<file path="config.mk">
export PLATFORM = sky130hd
export DESIGN_NAME = inc_counter
export DESIGN_NICKNAME = d
export VERILOG_FILES = /design/src/rtl/inc_counter.sv
export SDC_FILE = /design/constraint.sdc
export NUM_CORES = 1
export LEC_CHECK = 0
export ABC_AREA = 1
export CAP_MARGIN = 10
export CELL_PAD_IN_SITES_DETAIL_PLACEMENT = 0
export CELL_PAD_IN_SITES_GLOBAL_PLACEMENT = 1
export CORE_MARGIN = 3
export CORE_UTILIZATION = 37
export DETAILED_ROUTE_END_ITERATION = 12
export PLACE_DENSITY_LB_ADDON = 0.1
export SLEW_MARGIN = 20
export SYNTH_ARGS = -nofsm -noshare
export SYNTH_HDL_FRONTEND = slang
export SYNTH_SLANG_ARGS = --single-unit
</file>
<file path="constraint.sdc">
create_clock -name Clk -period 5.56 [get_ports Clk]
set_clock_uncertainty 0.05 [all_clocks]
set_input_delay 1.668 -clock Clk [delete_from_list [all_inputs] [get_ports Clk]]
set_output_delay 1.668 -clock Clk [all_outputs]
set_load 0.005 [all_outputs]
</file>
<file path="src/rtl/inc_counter.sv">
// -----------------------------------------------------------------------------
// inc_counter
//
// Purpose:
//   Loadable up-counter with a run-time terminal value. When the count reaches
//   the terminal value it either wraps to zero or saturates, depending on the
//   mode input. Wrapping raises a one-cycle terminal pulse and a sticky
//   overflow flag. Saturating raises the terminal pulse and parks the counter
//   in HALT until it is reloaded or reset.
//
// Ports:
//   Clk        in   1          clock; all state changes on the rising edge
//   Rst        in   1          asynchronous active-high reset
//   ld         in   1          synchronous load; takes priority over en
//   ld_val     in   DATAWIDTH  value loaded when ld=1
//   en         in   1          count enable
//   limit      in   DATAWIDTH  terminal value, sampled on every edge
//   sat        in   1          1 = saturate at limit, 0 = wrap to zero
//   clr_ovf    in   1          synchronous clear of ovf
//   d          out  DATAWIDTH  current count (registered)
//   tc         out  1          one-cycle terminal-count pulse (registered)
//   ovf        out  1          sticky wrap flag (registered)
//   busy       out  1          high while the FSM is in RUN (registered)
//   state_dbg  out  2          current FSM state, for observation only
//
// Handshake / timing:
//   There is no valid/ready handshake. ld and en are level requests sampled on
//   each rising edge; the edge that samples a request is the edge that updates
//   d, tc, ovf and busy. Every output comes straight from a flop, so there is
//   no combinational path from any input to any output.
// -----------------------------------------------------------------------------
module inc_counter #(
    parameter int DATAWIDTH = 64
) (
    input  logic                 Clk,
    input  logic                 Rst,
    input  logic                 ld,
    input  logic [DATAWIDTH-1:0] ld_val,
    input  logic                 en,
    input  logic [DATAWIDTH-1:0] limit,
    input  logic                 sat,
    input  logic                 clr_ovf,
    output logic [DATAWIDTH-1:0] d,
    output logic                 tc,
    output logic                 ovf,
    output logic                 busy,
    output logic [1:0]           state_dbg
);

    typedef enum logic [1:0] {
        IDLE = 2'd0,
        RUN  = 2'd1,
        HALT = 2'd2
    } state_t;

    state_t                 state_q, state_d;
    logic [DATAWIDTH-1:0]   cnt_q,   cnt_d;
    logic                   tc_q,    tc_d;
    logic                   ovf_q,   ovf_d;
    logic                   busy_q,  busy_d;
    logic                   wrap;

    // Next-state and next-output computation.
    always_comb begin
        state_d = state_q;
        cnt_d   = cnt_q;
        tc_d    = 1'b0;
        ovf_d   = ovf_q;
        wrap    = 1'b0;

        if (ld) begin
            // Load wins over counting from any state, including HALT.
            cnt_d   = ld_val;
            state_d = RUN;
        end else if (en) begin
            case (state_q)
                IDLE: begin
                    cnt_d   = cnt_q + DATAWIDTH'(1);
                    state_d = RUN;
                end
                RUN: begin
                    // Unsigned >= so a loaded value above limit terminates on
                    // the very next enabled edge instead of running past it.
                    if (cnt_q < limit) begin
                        cnt_d = cnt_q + DATAWIDTH'(1);
                    end else if (sat) begin
                        cnt_d   = limit;
                        tc_d    = 1'b1;
                        state_d = HALT;
                    end else begin
                        cnt_d = '0;
                        tc_d  = 1'b1;
                        wrap  = 1'b1;
                    end
                end
                HALT: begin
                    // Parked: only ld or Rst leave this state.
                end
                default: begin
                    state_d = IDLE;
                end
            endcase
        end

        // A wrap on the same edge as clr_ovf leaves the flag set, so no
        // overflow event can be lost to a coincident clear.
        if (wrap) begin
            ovf_d = 1'b1;
        end else if (clr_ovf) begin
            ovf_d = 1'b0;
        end

        busy_d = (state_d == RUN);
    end

    always_ff @(posedge Clk or posedge Rst) begin
        if (Rst) begin
            state_q <= IDLE;
            cnt_q   <= '0;
            tc_q    <= 1'b0;
            ovf_q   <= 1'b0;
            busy_q  <= 1'b0;
        end else begin
            state_q <= state_d;
            cnt_q   <= cnt_d;
            tc_q    <= tc_d;
            ovf_q   <= ovf_d;
            busy_q  <= busy_d;
        end
    end

    assign d         = cnt_q;
    assign tc        = tc_q;
    assign ovf       = ovf_q;
    assign busy      = busy_q;
    assign state_dbg = state_q;

endmodule

</file>
==> flow_summary_export.csv <==
group,metric,value,unit
clocking,clock-sinks,69,
global_routing,grt_max_degree,67,
synthesis,syn_inst,1313,
finish,multi_input_area,5320,µm²
setup_path,crit_top_cell,"nand2_1",
setup_path,r2r-start,"d[3]",
sta,worst_pin_slew,0.863,ns
worst_hold_path,hold_depth,2,
finish,drive_gt1_share,2.68,%
setup_path,r2r_cells,17,
global_routing,antenna_found_initial,0,
sta,setup_tns,0,ns
placement,hpwl,24.4,mm
job,maxCapViolCount,0,
worst_hold_path,holdCritStartpoint,"ovf",
clocking,root_buffer,"clkbuf_16",
setup_path,r2r_end,"busy",
sta,setup_slack,1.19,ns
finish,most-common-layout-cells,"nand2_1 (417), clkdlybuf4s50_1 (202), nor2_1 (187)",
die,die_x,152,µm
placement,dpl_worst_slack,0.859,ns
sta,fin_crit,4.37,ns
setup_path,slowest_stage,"clkdlybuf4s50_1",
clocking,cts_made_buffers,9,
synthesis,netlist_area,7870,µm²
die,core,20600,µm²
sta,timing.fmax,229,MHz
route,wirelength,30.9,mm
finish,fill_cells,2242,
finish,area_delta_synth_final,32.4,%
global_routing,use_met1,39.2,%
setup_path,worstSetupPathDepth,20,
sta,hold_viol,0,
global_routing,busiest_layer,"met2",
die,ios,203,
setup_path,r2r_setup_slack,2.56,ns
synthesis,ys_ff_latch,69,
die,initial_core_util,38.3,%
die,num_rows,52,
sta,setup_viol,0,
synthesis,yosysWarnings,0,
power_and_ir_drop,power_density,240,nW/µm²
finish,regArea,1730,µm²
setup_path,worst_setup_path_end_kind,"flip-flop",
synthesis,yosysUniqueCellTypes,30,
run_status,outcome,"completed",
finish,final_nets,1684,
synthesis,ys_seq_area_share,21.9,%
synthesis,avgSynthCellArea,5.99,µm²
clocking,cts_tree,"yes",
clocking,cts.clk_slew.worst_paths,0.07,ns
route,dr.pass1.iters,5,
finish,fin_util,50.7,%
synthesis,syn_nets,1511,
placement,gp_congestion,0.972,
global_routing,grt_use_total,26.4,%
setup_path,critPathTopFamily,"simple AND/OR/NAND/NOR gates",
clocking,cts_resized,0,
finish,num_antenna_cells,0,
route,antenna_left,0,
route,first_iter_violations,530,
worst_hold_path,min_to,"ovf",
sta,period_share,78.5,%
die,die-area,23000,µm²
route,post_drt_via_cell_ratio,5.07,
global_routing,grtUsageMet3,3.81,%
setup_path,crit_buf_inv,3,
setup_path,max_stage_delay,0.49,ns
setup_path,arrival,4.56,ns
sta,drv_slew,0,
route,wl_per_cell,17.5,µm
global_routing,met2_usage,41.1,%
route,drc,0,
die,die_h,152,µm
global_routing,grt_pass1_wl,49.1,mm
worst_hold_path,min_path_type,"flip-flop to flip-flop",
clocking,clock_tree.buffer_depth,2,
power_and_ir_drop,power.leakage,4.98,nW
global_routing,grt_pass1_vias,8643,
setup_path,worstSetupStartpointType,"primary input",
finish,layout_commonest_cell,"nand2_1",
sta,rsz0062_at_grt,"false",
global_routing,grt_overflow,0,
setup_path,path_cells,"clkdlybuf4s50_1 > inv_1 > ha_1 > a21oi_1 > nor2_1 > nor3_1 > nand2_1 > nand2_1 > nand2_1 > nand2_1 > nand2_1 > nand2_1 > nand2_2 > nand2_2 > buf_12 > nand2_1 > nand2_1 > nand2_1 > nand2_1 > nand2_1",
clocking,cts_setup_buffers,0,
setup_path,crit_type,"primary input to flip-flop",
clocking,clk_latency,0.35,ns
sta,maxSlewHeadroom,42.4,%
setup_path,worstPathRequired,5.75,ns
clocking,hold_buffers,0,
placement,portBuffers,202,
power_and_ir_drop,peakVddDrop,0.121,mV
route,via_count,8927,
clocking,htreeDepth,3,
setup_path,worstPathMaxFanout,39,
[cell usage after synthesis (all sizes together)]
| cell type | count | area, µm² |
|---|---|---|
| a21o | 1 | 7.51 |
| a21oi | 32 | 160 |
| buf | 20 | 145 |
| clkbuf | 31 | 116 |
| clkinv | 2 | 7.51 |
| dfrtp | 69 | 1730 |
| ha | 64 | 801 |
| inv | 152 | 571 |
| nand2 | 419 | 1570 |
| nand3 | 146 | 731 |
| nand3b | 24 | 180 |
| nand4 | 26 | 163 |
| nor2 | 193 | 739 |
| nor3 | 35 | 185 |
| nor4 | 11 | 68.8 |
| o211ai | 8 | 60.1 |
| o21a | 1 | 7.51 |
| o21ai | 17 | 85.1 |
| o311ai | 1 | 8.76 |
| or2 | 1 | 6.26 |
| xnor2 | 13 | 114 |
| xor2 | 47 | 412 |
[stage by stage]
stage	std cells	instance area [µm²]	total power, mW	hold WS, ns
floorplan	1313	7870	1.35	0.467
CTS	1761	10400	2.52	0.489
finish	1761	10400	2.50	0.481
global route	1761	10400	2.68	0.530
global placement	1745	10100	1.83	0.464
detailed placement	1745	10100	1.84	0.478
[per-layer routing]
layer	up-vias	routed length (µm)	part of all wire (%)
met3	21	1920	6.2
li1	4535	-	-
met5	-	0	0
met4	0	344	1.1
met2	300	13600	44
met1	4071	14900	48
[state kept, by name, indices dropped and copies added (netlist names)]
signal / cells
busy: 1
ovf: 1
state_dbg: 2
tc: 1
d: 64
[power by group]
part	leakage, nW	total [mW]	switching (mW)	internal [mW]
combinational	4.00	1.08	0.591	0.493
sequential	0.829	0.753	0.170	0.583
clock	0.152	0.661	0.254	0.407
total	4.98	2.50	1.02	1.48
[worst max-delay path by stage]
| stage | end | from |
|---|---|---|
| after floorplan | busy | Rst |
| after global placement | busy | limit[47] |
| after detailed placement | busy | limit[47] |
| after CTS | busy | limit[47] |
| after global routing | d[15] | limit[55] |
| final | d[3] | limit[5] |
[worst register-to-register path, cell delays in order (launching register included)]
cell,delay [ns]
dfrtp_1,0.48
ha_1,0.34
nand2_1,0.05
inv_1,0.04
nand2_1,0.05
nand2_1,0.07
nand2_1,0.06
nand2_1,0.12
nand2_1,0.07
nand2_1,0.07
nand2_1,0.06
nand2_1,0.18
nand2_1,0.10
nand2_2,0.08
buf_4,0.60
nand2_1,0.14
nand2_1,0.13
o311ai_0,0.14
[layout make-up]
class	instances	share of cell area, %
inverters	154	5.55
well taps	270	3.24
multi-input cells	1039	51.1
clock inverters	5	0.805
flip-flops and latches	69	16.6
repair buffers	213	20.4
clock buffers	11	2.33
[kinds of logic after synthesis]
kind of cell / after synthesis / synth area share [%]
simple gates: 855 / 46.3
flops: 69 / 21.9
fa+ha+maj: 64 / 10.2
xor+xnor: 60 / 6.68
compound gates: 60 / 4.18
buf+inv: 205 / 10.7
Power figures use the tool's default switching activity.
